$ cat src/rtl/clasificador_vc.sv
// Steers each word to the VC0/VC1 FIFO by its class bit; push is visible 2 cycles after valid_in.
// Backpressure: a held word blocked by its target almost_full drops ready_out and raises pause_out.
module clasificador_vc #(
   parameter int DATA_W  = 6,
   parameter int VC_BIT  = 5,
   parameter int COUNT_W = 8
) (
   input  logic               clk,
   input  logic               reset_L,
   input  logic [DATA_W-1:0]  data_in,
   input  logic               valid_in,
   output logic               ready_out,
   input  logic               VC0_almost_full,
   input  logic               VC1_almost_full,
   output logic               VC0_push,
   output logic [DATA_W-1:0]  VC0_data,
   output logic               VC1_push,
   output logic [DATA_W-1:0]  VC1_data,
   output logic               pause_out,
   output logic [COUNT_W-1:0] cnt_vc0,
   output logic [COUNT_W-1:0] cnt_vc1
);

   typedef enum logic [1:0] {IDLE, LOADED, PAUSE} state_t;

   state_t            state_q, state_d;
   logic [DATA_W-1:0] hold_q, hold_d;
   logic              hold_v, tgt, af_tgt, af_new, drain, accept;

   // The FSM doubles as the hold-valid flag: any non-IDLE state has a word held.
   assign hold_v    = (state_q != IDLE);
   assign tgt       = hold_q[VC_BIT];
   assign af_tgt    = tgt ? VC1_almost_full : VC0_almost_full;
   assign drain     = hold_v & ~af_tgt;
   assign ready_out = ~hold_v | drain;
   assign accept    = valid_in & ready_out;
   assign pause_out = (state_q == PAUSE);

   always_comb begin
      hold_d  = hold_q;
      state_d = state_q;
      if (accept) begin
         hold_d = data_in;
      end
      af_new = hold_d[VC_BIT] ? VC1_almost_full : VC0_almost_full;
      case (state_q)
         IDLE: begin
            if (accept) begin
               state_d = af_new ? PAUSE : LOADED;
            end
         end
         LOADED, PAUSE: begin
            if (accept) begin
               state_d = af_new ? PAUSE : LOADED;
            end else if (drain) begin
               state_d = IDLE;
            end else begin
               state_d = PAUSE;
            end
         end
         default: state_d = IDLE;
      endcase
   end

   always_ff @(posedge clk or negedge reset_L) begin
      if (!reset_L) begin
         state_q  <= IDLE;
         hold_q   <= '0;
         VC0_push <= 1'b0;
         VC1_push <= 1'b0;
         VC0_data <= '0;
         VC1_data <= '0;
         cnt_vc0  <= '0;
         cnt_vc1  <= '0;
      end else begin
         state_q  <= state_d;
         hold_q   <= hold_d;
         VC0_push <= drain & ~tgt;
         VC1_push <= drain & tgt;
         if (drain & ~tgt) begin
            VC0_data <= hold_q;
            cnt_vc0  <= cnt_vc0 + COUNT_W'(1);
         end
         if (drain & tgt) begin
            VC1_data <= hold_q;
            cnt_vc1  <= cnt_vc1 + COUNT_W'(1);
         end
      end
   end

endmodule

$ cat config.mk
export PLATFORM = sky130hd
export DESIGN_NAME = clasificador_vc
export DESIGN_NICKNAME = d
export VERILOG_FILES = /design/src/rtl/clasificador_vc.sv
export SDC_FILE = /design/constraint.sdc
export NUM_CORES = 1
export LEC_CHECK = 0
export BUFFER_PORTS_ARGS = -buffer_cell sky130_fd_sc_hd__clkbuf_2
export CORE_MARGIN = 4
export CORE_UTILIZATION = 40
export DETAILED_ROUTE_END_ITERATION = 10
export GPL_TIMING_DRIVEN = 0
export PLACE_DENSITY = 0.62
export SYNTH_ARGS = -nofsm -noshare
export SYNTH_HDL_FRONTEND = slang
export SYNTH_SLANG_ARGS = --single-unit
$ cat constraint.sdc
create_clock -name clk -period 2 [get_ports clk]
set_input_delay 0.1 -clock clk [delete_from_list [all_inputs] [get_ports clk]]
set_output_delay 0.1 -clock clk [all_outputs]
set_load 0.02 [all_outputs]
==> impl_summary.log, run 1 <==
INFO  metric most_used_cells_in_the_layout_excluding_fill_and_tap_cells = sky130_fd_sc_hd__clkbuf_2 (42), sky130_fd_sc_hd__dfrtp_1 (38), sky130_fd_sc_hd__mux2_2 (19)
INFO  metric gp_routability_congestion = 0.7505
INFO  metric worst-r2r-setup-slack = 0.14 ns
INFO  metric slew_headroom = 38.62%
INFO  metric total_leakage_power = 0.9510 nW
INFO  metric syn_avg_cell_area = 14.25 um2
INFO  metric ys.warnings.count = 0
INFO  metric drtAntennaViolNets = 0
INFO  metric detail_route.wl_per_cell = 13.59 um
INFO  metric worstReg2RegStart = state_q[0]
INFO  metric first_pass_grt_wire_length = 5085 um
INFO  metric drt-initial-drc-count = 81
INFO  metric worst_slack = 0.1375 ns
INFO  metric drv_slew = 0
INFO  metric drcViolationCount = 0
INFO  metric startpoint_type_of_the_worst_setup_path = register
INFO  metric cts.root.buffer_cell = sky130_fd_sc_hd__clkbuf_8
INFO  metric endpoint_kind = register
INFO  metric ioPinCount = 43
INFO  metric final_net_count = 179
INFO  metric routed_wl = 2881 um
INFO  metric layout.cells.most_common = sky130_fd_sc_hd__clkbuf_2
INFO  metric post-dp-hpwl = 2124 um
INFO  metric drt_first_pass_iters = 4
INFO  metric ctsHoldBuffers = 1
INFO  metric crit_type = reg -> reg
INFO  metric hp-class = in -> reg
INFO  metric tns = 0 ns
INFO  metric cts_inserted_buffers = 5
INFO  metric syn_to_final_growth = 23.31%
INFO  metric grt_remaining_overflow = 0
INFO  metric postSynthNetCount = 129
INFO  metric vias = 1017
INFO  metric grt_antenna_before_repair = 0
INFO  metric fin_worst_skew = 0.002213 ns
INFO  metric final_cell_area = 1986 um2
INFO  metric worst_path_maximum_fanout = 10
INFO  metric grt_setup_unrepaired = false
INFO  metric ir_worst_vdd = 0.7390 mV
INFO  metric clk-insertion-delay-late = 0.28 ns
INFO  metric yosys.area.top_type = sky130_fd_sc_hd__dfrtp_1
INFO  metric number_of_cells_produced_by_synthesis = 113
INFO  metric crit_required = 2.17 ns
INFO  metric numPortBuffers = 42
INFO  metric timing.rr.end = VC1_data[1]
INFO  metric transition_at_the_pin_with_the_smallest_max_transition_slack = 0.9206 ns
INFO  metric maxCapViolations = 0
INFO  metric antennaDiodeCount = 0
INFO  metric grt_max_degree = 39
INFO  metric cts.clk_slew.worst_paths = 0.07 ns
INFO  metric global_route_met1_usage = 16.04%
INFO  metric groute.layer.met3.usage = 5.750%
INFO  metric postCtsSetupBuffers = 0
INFO  metric period_needed = 1.862 ns
INFO  metric max_freq = 536.9 MHz
INFO  metric floorplan.die.width = 71.45 um
INFO  metric result_of_the_run = finished, final reports clean
INFO  metric synth_seq_cells = 38
INFO  metric initial_standard_cell_utilization_of_the_core = 42.70%
INFO  metric synth_area_leaders = sky130_fd_sc_hd__dfrtp_1 (59%), sky130_fd_sc_hd__mux2_2 (13%), sky130_fd_sc_hd__xnor2_1 (6.5%)
INFO  metric dp_slack = 0.1066 ns
INFO  metric post_cts.resized_instances = 0
INFO  metric std_cell_rows = 22
INFO  metric yosysTopAreaCellShare = 59.05%
INFO  metric synth_sequential_area_ratio = 59.05%
INFO  metric final_hold_fails = 0
INFO  metric core-area = 3771 um2
INFO  metric post_dp_cell_area = 1881 um2
INFO  metric powerDensity = 1459 nW/um2
INFO  metric power.total = 0.002897 W
INFO  metric die_h = 71.45 um
INFO  metric clock-sinks = 38
INFO  metric setup_viol = 0
INFO  metric clock_tree.htree_level_count = 2
INFO  metric grt_use_met2 = 19.39%
INFO  metric first_global_vias = 1069
INFO  metric die_area = 5105 um2
INFO  metric final.period_utilization = 93.12%
INFO  metric layout-drive-gt1-share = 47.56%
INFO  metric cts_buffer_depth = 2
INFO  metric critical_path.endpoint = VC1_data[1]
INFO  metric netlist_area = 1610 um2
INFO  metric tritoncts = built
INFO  metric viasPerCell = 4.797
INFO  metric worst-r2r-cell-count = 6
INFO  metric worstSetupStartpoint = state_q[0]
INFO  metric gr-max-usage-layer = met2
INFO  metric cp.arrival = 2.03 ns
INFO  metric yosys.cell_types.count = 23
INFO  metric groute.usage.overall = 12.81%
[kinds of logic (layout without fill, tap and decap cells)]
family                   count (synthesis)  after routing  share of synthesized area (%)
AND/OR/NAND/NOR                         23             23                          9.636
multiplexers                            21             21                          14.53
XOR/XNOR                                14             14                          7.615
AO/OA/AOI/OAI                            6              6                          3.108
adder cells (fa/ha/maj)                  5              5                          3.885
buffers and inverters                    6             57                          2.175
flip-flops                              38             38                          59.05
[Yosys cell counts, drive strengths merged]
cell,count
and3,4
buf,3
dfrtp,38
ha,5
inv,3
mux2,19
mux2i,2
nand2,5
nand3b,1
nand4,8
nor2b,1
nor3,1
nor3b,1
o2111ai,2
o21ai,2
o21ba,1
o311ai,1
or2,2
xnor2,12
xor2,2
[power breakdown]
| part | switching, W | internal, W |
|---|---|---|
| combinational | 0.000634 | 0.000480 |
| sequential | 0.000218 | 0.00103 |
| clock | 0.000257 | 0.000277 |
| total | 0.00111 | 0.00179 |
[per-layer routing]
layer	vias up	routed length (um)
li1	499	-
met1	482	1251
met2	34	1363
met3	2	248
met4	0	18
met5	-	0
[sequential cells by signal, indices dropped and copies added (netlist names)]
register / count
VC0_data: 6
hold_q: 6
cnt_vc0: 8
VC1_push: 1
state_q: 2
VC0_push: 1
cnt_vc1: 8
VC1_data: 6
[stage by stage]
stage | hold slack [ns] | utilization (%) | std cells
2_1_floorplan | -0.1956 | - | 113
3_3_place_gp | 0.2591 | 49.87 | 203
4_1_cts | 0.03314 | 52.65 | 212
6_report | 0.04683 | 52.65 | 212
5_1_grt | 0.03655 | 52.65 | 212
3_5_place_dp | 0.2833 | 49.87 | 203
[cell type report]
type	count	area (um2)
fillers	343	1785
flip-flops and latches	38	950.9
multi-input cells	69	624.3
repair buffers	43	220.2
clock buffers	6	82.58
well taps	48	60.06
plain buffers	3	23.77
clock inverters	2	12.51
inverters	3	11.26
[critical path, stage by stage, from the launching register on]
cell and delay [ns]:
sky130_fd_sc_hd__dfrtp_1 0.38, sky130_fd_sc_hd__inv_1 0.08, sky130_fd_sc_hd__ha_1 0.19, sky130_fd_sc_hd__buf_2 0.19
sky130_fd_sc_hd__nor3b_4 0.39, sky130_fd_sc_hd__buf_6 0.20, sky130_fd_sc_hd__mux2_2 0.33
[worst min-delay path by stage]
stage	start	end	slack, ns	cells past startpoint
after global placement	reset_L	cnt_vc1[5]	0.26	1
after global routing	data_in[3]	hold_q[3]	0.04	2
final	data_in[1]	hold_q[1]	0.05	2
after floorplan	reset_L	VC0_data[0]	-0.20	0
after detailed placement	reset_L	cnt_vc1[4]	0.28	1
after CTS	data_in[1]	hold_q[1]	0.03	2
Note: power is estimated with default switching activity, not from simulation.
==> run 2: changes to the inputs <==
--- a/config.mk
+++ b/config.mk
@@ -10,7 +10,9 @@
 export CORE_UTILIZATION = 40
 export DETAILED_ROUTE_END_ITERATION = 10
 export GPL_TIMING_DRIVEN = 0
+export MAX_ROUTING_LAYER = met4
 export PLACE_DENSITY = 0.62
+export SLEW_MARGIN = 5
 export SYNTH_ARGS = -nofsm -noshare
 export SYNTH_HDL_FRONTEND = slang
 export SYNTH_SLANG_ARGS = --single-unit
==> constraint.sdc (replaced) <==
create_clock -name clk -period 2 [get_ports clk]
set_input_delay 0.4 -clock clk [delete_from_list [all_inputs] [get_ports clk]]
set_output_delay 0.4 -clock clk [all_outputs]
set_load 0.02 [all_outputs]
==> run 2 against run 1 <==
Clock power is essentially flat. Die area is the same. Routed wire length is essentially flat. Core utilization grew 0.36 points. Total power grew 1.6%. Combinational power grew 5%. Maximum frequency shrank 2.3%. Worst setup slack lost 0.044 ns. Worst hold slack gained 0.19 ns. Count of clock-buffer cells in the layout is the same. Register-to-register slack gained 0.09 ns. Highest routed layer unchanged.
==> impl_summary.log, run 2 (synthesized netlist as in run 1, its figures left out) <==
INFO  metric max_freq = 524.6 MHz
INFO  metric viasPerCell = 4.803
INFO  metric clk-insertion-delay-late = 0.28 ns
INFO  metric netSwitchingFraction = 37.90%
INFO  metric slew_headroom = 38.78%
INFO  metric routed_wl = 2879 um
INFO  metric die_area = 5105 um2
INFO  metric finish.utilization = 53.02%
INFO  metric vias = 1023
INFO  metric critical_path.slowest_cell = sky130_fd_sc_hd__dfrtp_1
INFO  metric layout-drive-gt1-share = 48.48%
INFO  metric result_of_the_run = finished, final reports clean
INFO  metric most_used_cells_in_the_layout_excluding_fill_and_tap_cells = sky130_fd_sc_hd__clkbuf_2 (41), sky130_fd_sc_hd__dfrtp_1 (38), sky130_fd_sc_hd__mux2_2 (19)
INFO  metric grt_remaining_overflow = 0
INFO  metric transition_at_the_pin_with_the_smallest_max_transition_slack = 0.9183 ns
INFO  metric drt_first_pass_iters = 4
INFO  metric worst-r2r-cell-count = 6
INFO  metric tns = 0 ns
INFO  metric grt_antenna_before_repair = 0
INFO  metric numPortBuffers = 42
INFO  metric hp-class = in -> async
INFO  metric syn_to_final_growth = 24.16%
INFO  metric worstSetupStartpoint = state_q[0]
INFO  metric cts_inserted_buffers = 5
INFO  metric final_net_count = 180
INFO  metric fin_worst_skew = 0.002246 ns
INFO  metric timing.rr.end = VC1_data[1]
INFO  metric endpoint_kind = output pin
INFO  metric crit_type = reg -> out
INFO  metric worst_slack = 0.09384 ns
INFO  metric final.period_utilization = 95.31%
INFO  metric std_cell_rows = 22
INFO  metric setup_viol = 0
INFO  metric power_report.internal_total = 0.001828 W
INFO  metric dp_slack = 0.1066 ns
INFO  metric cts_buffer_depth = 2
INFO  metric grt_max_degree = 39
INFO  metric total_leakage_power = 0.9601 nW
INFO  metric die_h = 71.45 um
INFO  metric cp_num_buf_inv = 3
INFO  metric gp_routability_congestion = 0.7602
INFO  metric power_frac_seq = 42.1%
INFO  metric ctsHoldBuffers = 0
INFO  metric combPwrFrac = 39.7%
INFO  metric multi_input_area = 624.3 um2
INFO  metric period_needed = 1.906 ns
INFO  metric maxCapViolations = 0
INFO  metric cp.arrival = 1.51 ns
INFO  metric antennaDiodeCount = 0
INFO  metric groute.usage.overall = 13.26%
INFO  metric worstReg2RegStart = state_q[0]
INFO  metric p_switching = 0.001116 W
INFO  metric first_pass_grt_wire_length = 5112 um
INFO  metric floorplan.die.width = 71.45 um
INFO  metric crit_required = 1.60 ns
INFO  metric post-dp-hpwl = 2124 um
INFO  metric drv_slew = 0
INFO  metric top_regs = cnt_vc0: 8 flops, cnt_vc1: 8 flops
INFO  metric path_cells = inv_1, ha_1, buf_6, or2_2, buf_4
INFO  metric detail_route.wl_per_cell = 13.52 um
INFO  metric grt_setup_unrepaired = false
INFO  metric worst_path_maximum_fanout = 9
INFO  metric final_hold_fails = 0
INFO  metric cts.clk_slew.worst_paths = 0.07 ns
INFO  metric ir_worst_vdd = 0.7461 mV
INFO  metric clock_power_share = 18.1%
INFO  metric core-area = 3771 um2
INFO  metric number_of_fillers_in_the_final_layout = 341
INFO  metric startpoint_type_of_the_worst_setup_path = register
INFO  metric register_cell_area_after_layout = 950.9 um2
INFO  metric drtAntennaViolNets = 0
INFO  metric layout.cells.most_common = sky130_fd_sc_hd__clkbuf_2
INFO  metric tritoncts = built
INFO  metric first_global_vias = 1078
INFO  metric initial_standard_cell_utilization_of_the_core = 42.70%
INFO  metric drcViolationCount = 0
INFO  metric clock_tree.htree_level_count = 2
INFO  metric clock-sinks = 38
INFO  metric drt-initial-drc-count = 78
INFO  metric cts.root.buffer_cell = sky130_fd_sc_hd__clkbuf_8
INFO  metric max_stage_delay = 0.35 ns
INFO  metric worst-r2r-setup-slack = 0.23 ns
INFO  metric powerDensity = 1472 nW/um2
INFO  metric top_cell_family_by_delay_on_the_critical_path = buffers and inverters
INFO  metric ioPinCount = 43
## run 2: changes by cell type in the layout (fill, tap and decap cells not counted)
cell and change:
sky130_fd_sc_hd__buf_2 -1, sky130_fd_sc_hd__clkbuf_2 -1, sky130_fd_sc_hd__dlygate4sd3_1 -1, sky130_fd_sc_hd__buf_6 +1
sky130_fd_sc_hd__buf_4 +3
## run 2: final cells by class
cell class                      instances  share of cell area [%]
Clock buffer                            6                   4.130
Sequential cell                        38                   47.56
Inverter                                3                  0.5632
Multi-Input combinational cell         69                   31.23
Timing Repair Buffer                   44                   11.39
Clock inverter                          2                  0.6258
Buffer                                  3                   1.502
Tap cell                               48                   3.004
## run 2: timing repair
| action | in CTS | in global routing |
|---|---|---|
| buffers inserted | 2 | 0 |
| hold endpoints to repair | 0 | 0 |
| resized for setup | 0 | 5 |
| endpoints found under the setup margin | 1 | 1 |
## run 2: metrics by stage
stage / total power [W] / instance area [um2] / cells / hold WS [ns]
after CTS: 0.002978 / 1991 / 213 / 0.2646
after detailed placement: 0.002402 / 1881 / 203 / 0.4657
after global routing: 0.003152 / 1999 / 213 / 0.3199
final: 0.002944 / 1999 / 213 / 0.2405
after global placement: 0.002349 / 1881 / 203 / 0.4536
after floorplan: 0.002013 / 1610 / 113 / 0.1044
## run 2: how the worst max path moves through the flow
stage                  end  slack [ns]  cells after the start
2_1_floorplan  VC1_data[1]        0.33                      6
3_3_place_gp   VC1_data[1]        0.16                      6
3_5_place_dp   VC1_data[1]        0.11                      6
4_1_cts          ready_out        0.03                      5
5_1_grt          ready_out        0.03                      5
6_report         ready_out        0.09                      5
## run 2: routing by layer
layer  up-vias  global-route usage, %  routed length, um
met1       486                  16.13               1240
met2        34                  19.49               1375
met3         2                  5.750                244
met4         0                  5.010                 18
li1        501                      -                  -
met5         -                      -                  0
## run 2: power by group through the flow
| stage | clock [W] | sequential (W) | combinational [W] |
|---|---|---|---|
| floorplan | 0 | 0.00147 | 0.000542 |
| CTS | 0.000564 | 0.00125 | 0.00117 |
| detailed placement | 0 | 0.00127 | 0.00113 |
| finish | 0.000533 | 0.00124 | 0.00117 |
| global route | 0.000597 | 0.00129 | 0.00127 |
| global placement | 0 | 0.00124 | 0.00111 |
==> run 3: changes to the inputs <==
--- a/config.mk
+++ b/config.mk
@@ -7,11 +7,11 @@
 export LEC_CHECK = 0
 export BUFFER_PORTS_ARGS = -buffer_cell sky130_fd_sc_hd__clkbuf_2
 export CORE_MARGIN = 4
-export CORE_UTILIZATION = 40
+export CORE_UTILIZATION = 51
 export DETAILED_ROUTE_END_ITERATION = 10
 export GPL_TIMING_DRIVEN = 0
 export MAX_ROUTING_LAYER = met4
-export PLACE_DENSITY = 0.62
+export PLACE_DENSITY = 0.77
 export SLEW_MARGIN = 5
 export SYNTH_ARGS = -nofsm -noshare
 export SYNTH_HDL_FRONTEND = slang
==> run 3 against run 2 <==
Total power increased by 7.7%. Via count grew 4.7%. Register-to-register slack worse by 0.02 ns. Combinational power is 9% higher. Final area grew 2.2%. First-iteration DRC count decreased by 29%. Largest cell class unchanged.
==> impl_summary.log, run 3 (synthesized netlist as in run 1, its figures left out) <==
INFO  metric post-dp-hpwl = 2102 um
INFO  metric drv_slew = 0
INFO  metric fin_worst_skew = 0.01470 ns
INFO  metric cts_inserted_buffers = 5
INFO  metric multi_input_area = 633.1 um2
INFO  metric endpoint_kind = output pin
INFO  metric gp_routability_congestion = 0.8011
INFO  metric cts.clk_slew.worst_paths = 0.13 ns
INFO  metric timing.hold.ws = 0.1616 ns
INFO  metric period_needed = 1.913 ns
INFO  metric clock_tree.htree_level_count = 2
INFO  metric number_of_fillers_in_the_final_layout = 235
INFO  metric worstSetupStartpoint = state_q[0]
INFO  metric critical_path.slowest_cell = sky130_fd_sc_hd__dfrtp_1
INFO  metric cts_buffer_depth = 2
INFO  metric powerDensity = 1551 nW/um2
INFO  metric top_cell_family_by_delay_on_the_critical_path = flip-flops
INFO  metric result_of_the_run = finished, final reports clean
INFO  metric startpoint_type_of_the_worst_setup_path = register
INFO  metric std_cell_rows = 20
INFO  metric cts.root.buffer_cell = sky130_fd_sc_hd__clkbuf_4
INFO  metric die_h = 64.19 um
INFO  metric clk-insertion-delay-late = 0.35 ns
INFO  metric transition_at_the_pin_with_the_smallest_max_transition_slack = 0.9157 ns
INFO  metric groute.layer.met3.usage = 4.569%
INFO  metric ioPinCount = 43
INFO  metric grt_use_met2 = 27.48%
INFO  metric path_depth = 5
INFO  metric max_freq = 522.7 MHz
INFO  metric cp.arrival = 1.51 ns
INFO  metric hp-class = in -> async
INFO  metric layout-drive-gt1-share = 51.19%
INFO  metric worst-r2r-setup-slack = 0.21 ns
INFO  metric final_net_count = 183
INFO  metric first_global_vias = 1114
INFO  metric initial_standard_cell_utilization_of_the_core = 53.18%
INFO  metric top_regs = cnt_vc0: 8 flops, cnt_vc1: 8 flops
INFO  metric syn_to_final_growth = 26.88%
INFO  metric groute.usage.overall = 17.13%
INFO  metric grt_setup_unrepaired = false
INFO  metric vias = 1071
INFO  metric timing.rr.end = VC1_data[1]
INFO  metric most_used_cells_in_the_layout_excluding_fill_and_tap_cells = sky130_fd_sc_hd__clkbuf_2 (41), sky130_fd_sc_hd__dfrtp_1 (38), sky130_fd_sc_hd__mux2_2 (19)
INFO  metric floorplan.die.width = 64.19 um
INFO  metric die_area = 4120 um2
INFO  metric grt_remaining_overflow = 0
INFO  metric numPortBuffers = 42
INFO  metric setup_viol = 0
INFO  metric layout.cells.most_common = sky130_fd_sc_hd__clkbuf_2
INFO  metric detail_route.wl_per_cell = 14.15 um
INFO  metric tns = 0 ns
INFO  metric core-area = 3028 um2
INFO  metric first_pass_grt_wire_length = 5223 um
INFO  metric gr-max-usage-layer = met2
INFO  metric worstReg2RegStart = state_q[0]
INFO  metric dp_slack = 0.1255 ns
INFO  metric viasPerCell = 5.052
INFO  metric worst_path_maximum_fanout = 7
INFO  metric drcViolationCount = 0
INFO  metric register_cell_area_after_layout = 950.9 um2
INFO  metric finish.utilization = 67.48%
INFO  metric crit_required = 1.60 ns
INFO  metric drt-initial-drc-count = 55
INFO  metric grt_antenna_before_repair = 0
INFO  metric clock-sinks = 38
INFO  metric drt_first_pass_iters = 2
INFO  metric drtAntennaViolNets = 0
INFO  metric antennaDiodeCount = 0
INFO  metric grt_max_degree = 39
INFO  metric cp_num_buf_inv = 3
INFO  metric global_route_met1_usage = 20.11%
INFO  metric final.period_utilization = 95.66%
INFO  metric max_stage_delay = 0.40 ns
INFO  metric tritoncts = built
INFO  metric crit_type = reg -> out
INFO  metric worst_slack = 0.08680 ns
INFO  metric worst-r2r-cell-count = 6
INFO  metric total_leakage_power = 0.9833 nW
INFO  metric routed_wl = 2999 um
INFO  metric slew_headroom = 38.95%
INFO  metric ir_worst_vdd = 0.8413 mV
INFO  metric path_cells = inv_2, ha_2, buf_6, or2_4, clkbuf_8
INFO  metric critical_path.endpoint = ready_out
INFO  metric final_hold_fails = 0
INFO  metric maxCapViolations = 0
==> run 3: changes by cell type in the layout (fill, tap and decap cells not counted), sizes merged <==
cell,delta
clkinvlp,-1
bufinv,+2
buf,+2
==> run 3: layout make-up <==
cell class,count,area share [%]
flip-flops and latches,38,46.54
multi-input cells,69,30.99
repair buffers,47,12.55
clock inverters,3,3.368
well taps,44,2.694
clock buffers,5,1.837
plain buffers,3,1.470
inverters,3,0.5511
==> run 3: worst min path at each step <==
stage                       end        start  slack [ns]
floorplan           VC0_data[0]      reset_L        0.10
global placement    VC1_data[5]  VC1_data[5]        0.45
detailed placement  VC1_data[5]  VC1_data[5]        0.46
CTS                  cnt_vc1[6]      reset_L        0.18
global route         cnt_vc1[6]      reset_L        0.21
finish               cnt_vc0[0]      reset_L        0.16
==> run 3: metrics by stage <==
step | total power (W) | area, um2 | std cells
floorplan | 0.002013 | 1610 | 113
global placement | 0.002340 | 1876 | 199
detailed placement | 0.002411 | 1876 | 199
CTS | 0.003132 | 2014 | 209
global route | 0.003389 | 2043 | 212
finish | 0.003170 | 2043 | 212
==> run 3: routing by layer <==
metal	up-vias	routed length (um)
met5	-	0
met4	0	46
met3	5	191
met2	32	1473
met1	529	1287
li1	505	-
==> run 3: timing repair <==
item                       in CTS  in global routing
hold buffers                    0                  0
setup buffers                   2                  3
resized for setup               5                  3
setup endpoints to repair       1                  1
==> run 3: report_power, final <==
group          internal [W]  leakage (nW)  switching [W]  total [W]
sequential          0.00103         0.474       0.000215    0.00124
combinational      0.000586         0.454       0.000681    0.00127
clock              0.000391        0.0554       0.000268   0.000659
